`src/rtl/ap_accumulator.sv`:
```
// Streaming saturating accumulator: sums TERMS signed operands with clamp-to-+/-INF at every step.
// Optional sticky-saturation output out_sat is enabled with `define AP_ACC_SAT_FLAG_EN.
module ap_accumulator #(
  parameter int BITLENGTH = 12,
  parameter int INF       = 2**(BITLENGTH-1) - 1,
  parameter int TERMS     = 16
) (
  input  logic                        clk,
  input  logic                        rst_n,
  input  logic                        clear,
  input  logic                        in_valid,
  output logic                        in_ready,
  input  logic signed [BITLENGTH-1:0] in_data,
  output logic                        out_valid,
  input  logic                        out_ready,
  output logic signed [BITLENGTH-1:0] out_data
`ifdef AP_ACC_SAT_FLAG_EN
  ,
  output logic                        out_sat
`endif
);

  localparam int CW = (TERMS > 1) ? $clog2(TERMS) : 1;
  localparam logic [CW-1:0] LAST = CW'(TERMS - 1);
  localparam logic signed [BITLENGTH-1:0] POS_RAIL = BITLENGTH'(INF);
  localparam logic signed [BITLENGTH-1:0] NEG_RAIL = -POS_RAIL;

  typedef enum logic {ACCUM, HOLD} state_t;

  state_t                        state_q;
  logic signed [BITLENGTH-1:0]   acc_q;
  logic        [CW-1:0]          count_q;
  logic                          out_valid_q;
  logic signed [BITLENGTH-1:0]   out_data_q;
  logic signed [BITLENGTH-1:0]   sum_raw;
  logic signed [BITLENGTH-1:0]   sum_d;
  logic                          clamp_pos;
  logic                          clamp_neg;
  logic                          clamp;
  logic                          accept;

  // Overflow is detected from operand/result signs; the most-negative code is a legal result.
  always_comb begin
    sum_raw   = acc_q + in_data;
    clamp_pos = !acc_q[BITLENGTH-1] && (acc_q != '0) &&
                !in_data[BITLENGTH-1] && (in_data != '0) &&
                (sum_raw[BITLENGTH-1] || (sum_raw == '0));
    clamp_neg = acc_q[BITLENGTH-1] && in_data[BITLENGTH-1] && !sum_raw[BITLENGTH-1];
    clamp     = clamp_pos || clamp_neg;
    sum_d     = sum_raw;
    if (clamp_pos) begin
      sum_d = POS_RAIL;
    end else if (clamp_neg) begin
      sum_d = NEG_RAIL;
    end
  end

  // rst_n gates in_ready so the block advertises nothing while held in reset.
  assign in_ready  = rst_n && (state_q == ACCUM);
  assign accept    = in_valid && in_ready;
  assign out_valid = out_valid_q;
  assign out_data  = out_data_q;

`ifdef AP_ACC_SAT_FLAG_EN
  logic sat_q;
  logic out_sat_q;
  assign out_sat = out_sat_q;
`endif

  always_ff @(posedge clk or negedge rst_n) begin
    if (!rst_n) begin
      state_q     <= ACCUM;
      acc_q       <= '0;
      count_q     <= '0;
      out_valid_q <= 1'b0;
      out_data_q  <= '0;
`ifdef AP_ACC_SAT_FLAG_EN
      sat_q       <= 1'b0;
      out_sat_q   <= 1'b0;
`endif
    end else if (clear) begin
      state_q     <= ACCUM;
      acc_q       <= '0;
      count_q     <= '0;
      out_valid_q <= 1'b0;
`ifdef AP_ACC_SAT_FLAG_EN
      sat_q       <= 1'b0;
`endif
    end else begin
      case (state_q)
        ACCUM: begin
          if (accept) begin
            if (count_q == LAST) begin
              out_data_q  <= sum_d;
              acc_q       <= '0;
              count_q     <= '0;
              out_valid_q <= 1'b1;
              state_q     <= HOLD;
`ifdef AP_ACC_SAT_FLAG_EN
              out_sat_q   <= sat_q || clamp;
              sat_q       <= 1'b0;
`endif
            end else begin
              acc_q   <= sum_d;
              count_q <= count_q + CW'(1);
`ifdef AP_ACC_SAT_FLAG_EN
              sat_q   <= sat_q || clamp;
`endif
            end
          end
        end
        HOLD: begin
          if (out_ready) begin
            out_valid_q <= 1'b0;
            state_q     <= ACCUM;
          end
        end
        default: state_q <= ACCUM;
      endcase
    end
  end

endmodule

```
`config.mk`:
```
export PLATFORM = sky130hd
export DESIGN_NAME = ap_accumulator
export DESIGN_NICKNAME = d
export VERILOG_FILES = /design/src/rtl/ap_accumulator.sv
export SDC_FILE = /design/constraint.sdc
export NUM_CORES = 1
export LEC_CHECK = 0
export CAP_MARGIN = 10
export CORE_MARGIN = 1
export CORE_UTILIZATION = 58
export DETAILED_ROUTE_END_ITERATION = 12
export GPL_TIMING_DRIVEN = 0
export PLACE_DENSITY = 0.85
export RECOVER_POWER = 50
export SKIP_CTS_REPAIR_TIMING = 1
export SYNTH_ARGS = -nofsm -noshare
export SYNTH_HDL_FRONTEND = slang
export SYNTH_SLANG_ARGS = --single-unit
export TNS_END_PERCENT = 30
```
`constraint.sdc`:
```
create_clock -name clk -period 5 [get_ports clk]
set_input_delay 0.5 -clock clk [delete_from_list [all_inputs] [get_ports clk]]
set_output_delay 0.5 -clock clk [all_outputs]
set_load 0.02 [all_outputs]
```
==> out/metrics.sh, run 1 <==
TOTAL_LEAKAGE_POWER_uW=0.00113
YOSYSTOPAREACELL='sky130_fd_sc_hd__dfrtp_1'
SYNTH_SEQ_AREA_SHARE_PCT=36.2
DETAIL_ROUTE.FIRST_PASS.ITERATIONS=5
DETAIL_ROUTE.ITER0.VIOLATIONS=92
SYNTH-EDFF-COUNT=0
TIMING.CRITICAL_PATH.SLOWEST_CELL_DELAY_PS=930
POST-SYNTH-TOP-AREA-FRACTION_PCT=36.2
CRITPATHLAUNCHTYPE='primary input'
DIE_X_UM=61.8
GRTUSAGETOTAL_PCT=28.6
SYNTH_TOP_FLOP_CELL='sky130_fd_sc_hd__dfrtp_1'
LARGEST_NET_DEGREE_AT_THE_START_OF_GLOBAL_ROUTING=21
TIMING.HOLD.WORST.CLASS='in2reg'
END_KIND='register'
INITIAL_CORE_UTIL_PCT=61.2
P_SW_uW=277
POST_ROUTE_CELLS_DRIVE_ABOVE_1_SHARE_PCT=13.2
SLEW_VIOL_FINAL=0
NUMBER_OF_CELLS_TRAVERSED_BY_THE_WORST_HOLD_PATH=2
HTREE_NUM_LEVELS=2
CTS_MAX_PATH_BUFFERS=2
AREA.GROWTH.SYNTH_TO_FINAL_PCT=22.0
MIN_PERIOD_PS=3390
WORSTSETUPPATHTYPE='in2reg'
PLACEABLECOREAREA_MM2=0.00339
TRITONCTS='built'
FINAL_ANTENNA_VIOLATING_NET_COUNT=0
FINAL_CRITICAL_PATH_SHARE_OF_THE_CLOCK_PERIOD_PCT=67.8
GRT_PASS1_WL_MM=7.69
SYNTH.NET_COUNT=237
NUMBER_OF_DISTINCT_LIBRARY_CELLS_AFTER_SYNTHESIS=53
CTS_BUFFERS=5
DIE_HEIGHT_UM=61.8
ROOT_BUFFER='sky130_fd_sc_hd__clkbuf_4'
WORSTREGTOREGCELLS=10
POWER_DENSITY_mW_PER_MM2=299
FINAL_GP_CONGESTION=0.928
MULTI_INPUT_AREA_MM2=0.00122
PEAKVDDDROP_mV=0.163
MOSTFREQUENTLAYOUTCELLS='sky130_fd_sc_hd__dfrtp_1 (30), sky130_fd_sc_hd__nand2_1 (24), sky130_fd_sc_hd__clkdlybuf4s50_1 (21)'
POWER.SEQUENTIAL.FRACTION_PCT=36.1
NUM-NETS-FINAL=274
ROUTEDWLPERCELL_UM=16.7
WORST_SKEW_PAIR.LATE_LATENCY_PS=330
SYN_AREA_PER_CELL_UM2=10.1
POST-ROUTE-DRC-COUNT=0
PORT_BUFFERS=29
TOTALNEGATIVESETUPSLACK_PS=0
SYNTH.YOSYS.WARNINGS=0
COUNT_OF_CELL_INSTANCES_TRAVERSED_BY_THE_CRITICAL_PATH=9
TIMING.CRITICAL_PATH.REQUIRED_PS=5250
SYNTHARSTFLOPSHARE_PCT=100
POWER_SWITCHING_SHARE_PCT=36.6
FINALWIRELENGTH_MM=4.83
REGAREA_UM2=751
TRITONCTS_NUM_SINKS=30
NFILLCELLS=231
NUMBER_OF_ANTENNA_VIOLATIONS_AT_THE_FIRST_CHECK_IN_GLOBAL_ROUTING=0
POSTSYNTHCELLCOUNT=206
CAP_VIOLATIONS=0
RSZ0062_AT_GRT='no'
CELLINTERNALPOWER_uW=480
CRITICAL_PATH.N_BUFFERS_INVERTERS=3
TIMING.FMAX_MHz=295
OUTCOME='finished clean'
SYNTH_SEQ_CELLS=30
TIMING.FINAL.SETUP_VIOLATIONS=0
CLK_TRANSITION_REPORTED_PATHS_PS=90
GLOBALROUTE.TOTALOVERFLOW=0
ROWS=21
WORST_HOLD_SLACK_PS=485
FINALCLOCKSKEW_PS=9.89
DPL.HPWL_MM=3.78
POWER.COMBINATIONAL.FRACTION_PCT=37.4
FLOORPLAN.IO_PINS=31
NUMBER_OF_VIAS_AFTER_DETAILED_ROUTING=1777
SYNTH.CELL_AREA_MM2=0.00208
FINAL_COMMON_CELL='sky130_fd_sc_hd__dfrtp_1'
DIEAREA_MM2=0.00382
MAX_STAGE_DELAY_CELL_WORST_PATH='sky130_fd_sc_hd__dlygate4sd3_1'
CRITPATHARRIVALTIME_PS=3640
GRT_PASS1_VIAS=1645
TIMING.MAX_SLEW.REL_SLACK_PCT=25.4
NUM_ANTENNA_CELLS=0
MAIN_AREA_CONTRIBUTORS_AFTER_SYNTHESIS='sky130_fd_sc_hd__dfrtp_1 (36%), sky130_fd_sc_hd__a31oi_4 (9.2%), sky130_fd_sc_hd__ha_1 (7.8%)'
CELL_BREAKDOWN_OF_THE_CRITICAL_PATH='dlygate4sd3_1 > buf_16 > nor2b_1 > and2_1 > nand2_1 > nor3_1 > clkbuf_1 > nor2_1 > a31oi_4'
WORST_SLEW_PIN_SLEW_PS=1110
PATH_DELAY_FAMILY='buffers and inverters'
ROUTED_VIA_DENSITY=6.15
FINALHOLDVIOLCOUNT=0
CP_MAX_FO=20
CLOCKPOWERSHARE_PCT=26.4
[power groups by stage]
stage	Clock, µW	Combinational [µW]	Sequential [µW]
6_report	200	283	273
5_1_grt	214	305	275
4_1_cts	203	280	273
3_5_place_dp	0	276	278
3_3_place_gp	0	266	278
2_1_floorplan	0	205	272
[per-layer routing]
metal	routed length (µm)	global-route usage [%]	part of all wire (%)
met5	0	0	0
met4	155	13.3	3.2
met3	266	5.38	5.5
met2	2440	48.2	51
met1	1970	35.4	41
[state kept, by name, summed over array words and instances, names as in the netlist]
name / count
acc_q: 12
count_q: 4
state_q: 1
out_valid: 1
out_data: 12
[final cells by class]
cell class / count / share of cell area (%)
buffer: 10 / 2.57
clock buffer: 6 / 2.03
clock inverter: 1 / 1.19
inverter: 10 / 1.48
multi-input combinational: 156 / 48.3
sequential: 30 / 29.6
tap: 46 / 2.27
timing repair buffer: 30 / 12.5
[worst paths after layout]
path	from	to	slack (ps)
max in group asynchronous	rst_n	acc_q[2]	3880
min in group asynchronous	rst_n	out_data[9]	610
min	clear	count_q[2]	480
max reg2reg	acc_q[0]	out_data[11]	1900
max	rst_n	out_data[10]	1610
min reg2reg	count_q[3]	count_q[3]	520
[Yosys cell counts, drive strengths merged, types with 3 or more instances]
cell     instances
nand3            3
buf              5
nor4             5
nand2           24
clkbuf           5
xor2             7
inv             10
nor3             4
dfrtp           30
a21o             5
o21ai           14
o211ai           3
a21oi            4
o2111ai          3
a32oi            8
a31oi           12
nor2            16
or3              3
ha              13
[kinds of logic after synthesis]
family | after synthesis | synth area share, %
AND/OR/NAND/NOR | 67 | 15.3
buffers and inverters | 20 | 4.94
XOR/XNOR | 9 | 3.80
adder cells (fa/ha/maj) | 14 | 8.80
AO/OA/AOI/OAI | 66 | 31.0
flip-flops | 30 | 36.2
[through the flow]
| stage | power, µW | area [µm²] | setup slack, ps | cells | utilization, % |
|---|---|---|---|---|---|
| final | 757 | 2530 | 1610 | 289 | 74.7 |
| after global routing | 794 | 2530 | 1290 | 289 | 74.7 |
| after CTS | 757 | 2530 | 1600 | 289 | 74.7 |
| after detailed placement | 554 | 2450 | 1280 | 282 | 72.3 |
| after global placement | 544 | 2420 | 946 | 281 | 71.5 |
| after floorplan | 477 | 2080 | 2130 | 206 | - |
Power figures use the tool's default switching activity.
==> run 2, diff against run 1 <==
--- a/config.mk
+++ b/config.mk
@@ -7,10 +7,10 @@
 export LEC_CHECK = 0
 export CAP_MARGIN = 10
 export CORE_MARGIN = 1
-export CORE_UTILIZATION = 58
+export CORE_UTILIZATION = 49
 export DETAILED_ROUTE_END_ITERATION = 12
 export GPL_TIMING_DRIVEN = 0
-export PLACE_DENSITY = 0.85
+export PLACE_DENSITY = 0.76
 export RECOVER_POWER = 50
 export SKIP_CTS_REPAIR_TIMING = 1
 export SYNTH_ARGS = -nofsm -noshare
==> constraint.sdc (replaced) <==
create_clock -name clk -period 2.95 [get_ports clk]
set_input_delay 0.295 -clock clk [delete_from_list [all_inputs] [get_ports clk]]
set_output_delay 0.295 -clock clk [all_outputs]
set_load 0.02 [all_outputs]
==> out/metrics.sh, run 2 (synthesized netlist as in run 1, its figures left out) <==
TIMING.FINAL.SETUP_VIOLATIONS=0  # unchanged
NUM_ANTENNA_CELLS=0  # unchanged
END_KIND='register'
CELLINTERNALPOWER_uW=902  # +88%
GRTUSAGETOTAL_PCT=25.0  # -3.6 points
CTS_MAX_PATH_BUFFERS=2  # unchanged
FLOORPLAN.IO_PINS=31  # unchanged
FINALWIRELENGTH_MM=4.90  # +1.3%
CLOCKPOWERSHARE_PCT=30.7  # +4.3 points
FINALHOLDVIOLCOUNT=0  # unchanged
GLOBALROUTE.TOTALOVERFLOW=0  # unchanged
CAP_VIOLATIONS=0  # unchanged
PATH_DELAY_FAMILY='compound AO/OA/AOI/OAI gates'
FINAL_CRITICAL_PATH_SHARE_OF_THE_CLOCK_PERIOD_PCT=97.5
DETAIL_ROUTE.ITER0.VIOLATIONS=90  # -2.2%
GRT_PASS1_VIAS=1722  # +4.7%
TIMING.CRITICAL_PATH.REQUIRED_PS=3110  # -2140 ps
POST_ROUTE_CELLS_DRIVE_ABOVE_1_SHARE_PCT=15.5  # +2.3 points
CRITICAL_PATH.N_BUFFERS_INVERTERS=2  # -1
POWER_DENSITY_mW_PER_MM2=533  # +78%
FINISH.CELL_COUNT_WITHOUT_FILLERS=295  # +2.1%
TIMING.CRITICAL_PATH.SLOWEST_CELL_DELAY_PS=450  # -480 ps
MAX_STAGE_DELAY_CELL_WORST_PATH='sky130_fd_sc_hd__clkdlybuf4s50_1'
CTS_BUFFERS=5  # unchanged
POWER.COMBINATIONAL.FRACTION_PCT=35.8  # -1.6 points
DETAIL_ROUTE.FIRST_PASS.ITERATIONS=4  # -1
POWER.SEQUENTIAL.FRACTION_PCT=33.5  # -2.6 points
INITIAL_CORE_UTIL_PCT=51.5  # -9.7 points
TIMING.FMAX_MHz=348
ROUTEDWLPERCELL_UM=16.6  # -0.78%
ROWS=23  # +9.5%
PRECTSSETUPSLACK_PS=-547  # -1830 ps
WORSTSETUPPATHTYPE='in2reg'
OUTCOME='finished clean'
FINAL_GP_CONGESTION=0.827  # -11%
DIEAREA_MM2=0.00450  # +18%
DPL.HPWL_MM=3.75  # -0.75%
TOTALNEGATIVESETUPSLACK_PS=0  # unchanged
ROOT_BUFFER='sky130_fd_sc_hd__clkbuf_8'
CELL_BREAKDOWN_OF_THE_CRITICAL_PATH='clkdlybuf4s50_1 > ha_1 > fa_2 > a211oi_4 > o21ai_2 > a41oi_2 > xor2_2 > nand4_1 > o31a_4 > buf_12 > o2bb2ai_1'
TRITONCTS_NUM_SINKS=30  # unchanged
PEAKVDDDROP_mV=0.394  # +140%
FINAL_ANTENNA_VIOLATING_NET_COUNT=0  # unchanged
FINALCOREUTILIZATION_PCT=64.7  # -10 points
P_SW_uW=486  # +76%
NUM-NETS-FINAL=276  # +0.73%
TOTAL_LEAKAGE_POWER_uW=0.00115  # +2.2%
SLEW_VIOL_FINAL=0  # unchanged
DIE_HEIGHT_UM=67.1  # +8.5%
TRITONCTS='built'
POWER_SWITCHING_SHARE_PCT=35.0  # -1.6 points
PORT_BUFFERS=29  # unchanged
CP_MAX_FO=10  # -50%
FINAL_COMMON_CELL='sky130_fd_sc_hd__dfrtp_1'
HTREE_NUM_LEVELS=2  # unchanged
WORST_SKEW_PAIR.LATE_LATENCY_PS=290  # -40 ps
NFILLCELLS=330  # +43%
WORST_HOLD_SLACK_PS=9.24  # -476 ps
FINALCLOCKSKEW_PS=7.21  # -2.67 ps
LARGEST_NET_DEGREE_AT_THE_START_OF_GLOBAL_ROUTING=21  # unchanged
NUMBER_OF_VIAS_AFTER_DETAILED_ROUTING=1760  # -0.96%
MIN_PERIOD_PS=2880
ROUTED_VIA_DENSITY=5.97  # -3.0%
CRITPATHARRIVALTIME_PS=3030  # -610 ps
CRITPATHLAUNCHTYPE='primary input'
AREA.GROWTH.SYNTH_TO_FINAL_PCT=25.5
TIMING.MAX_SLEW.REL_SLACK_PCT=27.4  # +2.0 points
TIMING.HOLD.WORST.CLASS='in2async'
GRT_PASS1_WL_MM=8.29  # +7.7%
DIE_X_UM=67.1  # +8.5%
PLACEABLECOREAREA_MM2=0.00403  # +19%
DP_CELLS=286  # +1.4%
NUMBER_OF_ANTENNA_VIOLATIONS_AT_THE_FIRST_CHECK_IN_GLOBAL_ROUTING=0  # unchanged
CLK_TRANSITION_REPORTED_PATHS_PS=70  # -20 ps
POST-ROUTE-DRC-COUNT=0  # unchanged
MOSTFREQUENTLAYOUTCELLS='sky130_fd_sc_hd__dfrtp_1 (30), sky130_fd_sc_hd__nand2_1 (24), sky130_fd_sc_hd__clkdlybuf4s50_1 (21)'
WORST_SLEW_PIN_SLEW_PS=1080  # -29.1 ps
FINAL.SETUP.WORST_SLACK_PS=74.8  # -1540 ps
-- run 2: layout make-up --
type                            count  area (µm²)  share of cell area (%)
Multi-Input combinational cell    156        1240                    47.6
Buffer                             10        65.1                    2.50
Sequential cell                    30         751                    28.8
Timing Repair Buffer               32         335                    12.9
Tap cell                           50        62.6                    2.40
Inverter                           10        37.5                    1.44
Clock buffer                        6        82.6                    3.17
Clock inverter                      1        30.0                    1.15
-- run 2: worst paths after layout --
path / depth (start not counted) / startpoint / end / slack (ps)
min in group clk: 2 / clear / count_q[2] / 330
hold / removal: 1 / rst_n / out_data[7] / 9
hold reg to reg: 1 / count_q[3] / count_q[3] / 500
setup reg to reg: 10 / acc_q[0] / out_data[11] / 170
max in group asynchronous: 2 / rst_n / state_q / 2410
setup / recovery: 11 / in_data[0] / out_data[11] / 70
-- run 2: power groups by stage --
stage / clock (µW) / combinational (µW) / sequential [µW]
after global placement: 0 / 454 / 471
final: 426 / 497 / 465
after global routing: 459 / 543 / 466
after detailed placement: 0 / 469 / 471
after CTS: 430 / 470 / 464
after floorplan: 0 / 348 / 461
-- run 2: metal layers --
layer,wire length (µm),global-route usage [%]
met1,2200,31.9
met2,2400,39.5
met3,191,6.51
met4,107,10.4
met5,0,0
-- run 2: per-stage QoR --
stage                     power (µW)  area (µm²)
after floorplan                  809        2080
after global placement           925        2430
after detailed placement         940        2460
after CTS                       1360        2570
after global routing            1470        2610
final                           1390        2610
-- run 2: worst reg2reg max path: stages (launching register included) --
cell	delay, ps
sky130_fd_sc_hd__dfrtp_1	400
sky130_fd_sc_hd__ha_1	220
sky130_fd_sc_hd__fa_2	380
sky130_fd_sc_hd__a211oi_4	300
sky130_fd_sc_hd__o21ai_2	140
sky130_fd_sc_hd__a41oi_2	260
sky130_fd_sc_hd__xor2_2	190
sky130_fd_sc_hd__nand4_1	120
sky130_fd_sc_hd__o31a_4	350
sky130_fd_sc_hd__buf_12	180
sky130_fd_sc_hd__o2bb2ai_1	130
==> run 3, diff against run 2 <==
--- a/config.mk
+++ b/config.mk
@@ -8,11 +8,14 @@
 export CAP_MARGIN = 10
 export CORE_MARGIN = 1
 export CORE_UTILIZATION = 49
+export CTS_BUF_LIST = sky130_fd_sc_hd__clkbuf_16
 export DETAILED_ROUTE_END_ITERATION = 12
 export GPL_TIMING_DRIVEN = 0
 export PLACE_DENSITY = 0.76
 export RECOVER_POWER = 50
+export REMOVE_ABC_BUFFERS = 1
 export SKIP_CTS_REPAIR_TIMING = 1
+export SKIP_LAST_GASP = 1
 export SYNTH_ARGS = -nofsm -noshare
 export SYNTH_HDL_FRONTEND = slang
 export SYNTH_SLANG_ARGS = --single-unit
==> out/metrics.sh, run 3 (synthesized netlist as in run 1, its figures left out) <==
HTREE_NUM_LEVELS=2  # unchanged
ROUTED_VIA_DENSITY=6.14  # +2.8%
FINAL_COMMON_CELL='sky130_fd_sc_hd__dfrtp_1'
GRT_PASS1_VIAS=1670  # -3.0%
ROUTEDWLPERCELL_UM=17.9  # +8.0%
TIMING.CRITICAL_PATH.REQUIRED_PS=3140  # +30 ps
DETAIL_ROUTE.ITER0.VIOLATIONS=119  # +32%
PEAKVDDDROP_mV=0.508  # +29%
FLOORPLAN.IO_PINS=31  # unchanged
INITIAL_CORE_UTIL_PCT=51.5  # unchanged
WORST_SLEW_PIN_SLEW_PS=1070  # -13.0 ps
FINAL_ANTENNA_VIOLATING_NET_COUNT=0  # unchanged
POWER_DENSITY_mW_PER_MM2=544  # +2.1%
PLACEDINSTANCEAREA_MM2=0.00245  # -0.36%
ROWS=23  # unchanged
DIEAREA_MM2=0.00450  # unchanged
FINAL_DESIGN_AREA_NO_FILL_MM2=0.00270  # +3.8%
FINAL_GP_CONGESTION=0.853  # +3.1%
SLEW_VIOL_FINAL=0  # unchanged
TIMING.FMAX_MHz=344  # -1.0%
CRITPATHARRIVALTIME_PS=3100  # +70 ps
PRECTSSETUPSLACK_PS=-601  # -53.7 ps
TIMING.MAX_SLEW.REL_SLACK_PCT=28.3  # +0.87 points
OUTCOME='finished clean'
AREA.GROWTH.SYNTH_TO_FINAL_PCT=30.3
FINAL_CRITICAL_PATH_SHARE_OF_THE_CLOCK_PERIOD_PCT=98.5  # +1.0 points
DIE_X_UM=67.1  # unchanged
DPL.HPWL_MM=3.52  # -6.1%
FINALPOWER_uW=1470  # +6.0%
GLOBAL_ROUTING_MET2_RESOURCE_UTILIZATION_PCT=41.4  # +1.9 points
POST-ROUTE-DRC-COUNT=0  # unchanged
TRITONCTS='built'
NFILLCELLS=322  # -2.4%
CAP_VIOLATIONS=0  # unchanged
CELL_BREAKDOWN_OF_THE_CRITICAL_PATH='clkdlybuf4s50_1 > ha_1 > fa_2 > a211oi_4 > o21ai_2 > a21oi_2 > xor2_2 > nand4_1 > buf_4 > o31a_4 > a31oi_4'
NUM_ANTENNA_CELLS=0  # unchanged
CRITICAL_PATH.N_BUFFERS_INVERTERS=2  # unchanged
CRITPATHLAUNCHTYPE='primary input'
TOTALNEGATIVESETUPSLACK_PS=0  # unchanged
PORT_BUFFERS=30  # +3.4%
FINALCLOCKSKEW_PS=2.75  # -4.47 ps
GLOBALROUTE.TOTALOVERFLOW=0  # unchanged
WORST_SKEW_PAIR.LATE_LATENCY_PS=270  # -20 ps
NUMBER_OF_VIAS_AFTER_DETAILED_ROUTING=1804  # +2.5%
TIMING.HOLD.WORST.CLASS='in2async'
WORSTSETUPPATHTYPE='in2reg'
POST_ROUTE_CELLS_DRIVE_ABOVE_1_SHARE_PCT=17.6  # +2.1 points
CP_MAX_FO=6  # -4
DETAIL_ROUTE.FIRST_PASS.ITERATIONS=4  # unchanged
GR_PEAK_LAYER='met2'
CLK_TRANSITION_REPORTED_PATHS_PS=50  # -20 ps
FINALCOREUTILIZATION_PCT=67.1  # +2.5 points
MAX_STAGE_DELAY_CELL_WORST_PATH='sky130_fd_sc_hd__clkdlybuf4s50_1'
FINALHOLDVIOLCOUNT=0  # unchanged
PLACEABLECOREAREA_MM2=0.00403  # unchanged
MOSTFREQUENTLAYOUTCELLS='sky130_fd_sc_hd__dfrtp_1 (30), sky130_fd_sc_hd__clkdlybuf4s50_1 (29), sky130_fd_sc_hd__nand2_1 (24)'
DIE_HEIGHT_UM=67.1  # unchanged
TRITONCTS_NUM_SINKS=30  # unchanged
NUMBER_OF_ANTENNA_VIOLATIONS_AT_THE_FIRST_CHECK_IN_GLOBAL_ROUTING=0  # unchanged
TIMING.CRITICAL_PATH.SLOWEST_CELL_DELAY_PS=430  # -20 ps
FINAL.SETUP.WORST_SLACK_PS=44.9  # -29.9 ps
RSZ0062_AT_GRT='yes'
GRT_USE_MET1_PCT=30.6  # -1.3 points
LARGEST_NET_DEGREE_AT_THE_START_OF_GLOBAL_ROUTING=25  # +19%
GRTUSAGETOTAL_PCT=24.5  # -0.49 points
TOTAL_LEAKAGE_POWER_uW=0.00120  # +4.4%
MIN_PERIOD_PS=2910  # +29.9 ps
ROOT_BUFFER='sky130_fd_sc_hd__clkbuf_16'
PATH_DELAY_FAMILY='compound AO/OA/AOI/OAI gates'
GRT_PASS1_WL_MM=8.05  # -2.8%
TIMING.FINAL.SETUP_VIOLATIONS=0  # unchanged
CTS_BUFFERS=5  # unchanged
NUM-NETS-FINAL=275  # -0.36%
END_KIND='register'
GR-USAGE-MET3_PCT=4.97  # -1.5 points
CTS_MAX_PATH_BUFFERS=2  # unchanged
FINALWIRELENGTH_MM=5.27  # +7.7%
## run 3: per-layer routing
| layer | vias to the layer above | part of all wire [%] |
|---|---|---|
| li1 | 859 | - |
| met1 | 856 | 42 |
| met2 | 74 | 49 |
| met3 | 15 | 6.0 |
| met4 | 0 | 2.8 |
| met5 | - | 0 |
## run 3: metrics by stage
step	cells	hold WS (ps)
2_1_floorplan	196	-0.591
3_3_place_gp	276	489
3_5_place_dp	280	496
4_1_cts	287	234
5_1_grt	294	311
6_report	294	301
## run 3: report_power, final
part | switching, µW | internal (µW) | total [µW]
combinational | 339 | 204 | 543
sequential | 29.9 | 438 | 468
clock | 160 | 300 | 460
total | 530 | 942 | 1470
## run 3: path summary, 6_finish.rpt
kind / from / end / slack, ps / cells past startpoint
setup / recovery: in_data[0] / out_data[4] / 40 / 11
hold reg to reg: out_valid / out_valid / 510 / 1
setup reg to reg: acc_q[0] / out_data[4] / 110 / 10
min in group clk: out_valid / out_valid / 510 / 1
max in group asynchronous: rst_n / state_q / 2140 / 3
hold / removal: rst_n / out_data[11] / 300 / 1
## run 3: final cells by class
type	count	area (µm²)	share of cell area, %
clock inverters	2	7.51	0.278
clock buffers	5	125	4.63
repair buffers	38	399	14.8
flip-flops and latches	30	751	27.8
well taps	50	62.6	2.31
inverters	10	37.5	1.39
multi-input cells	159	1320	48.9
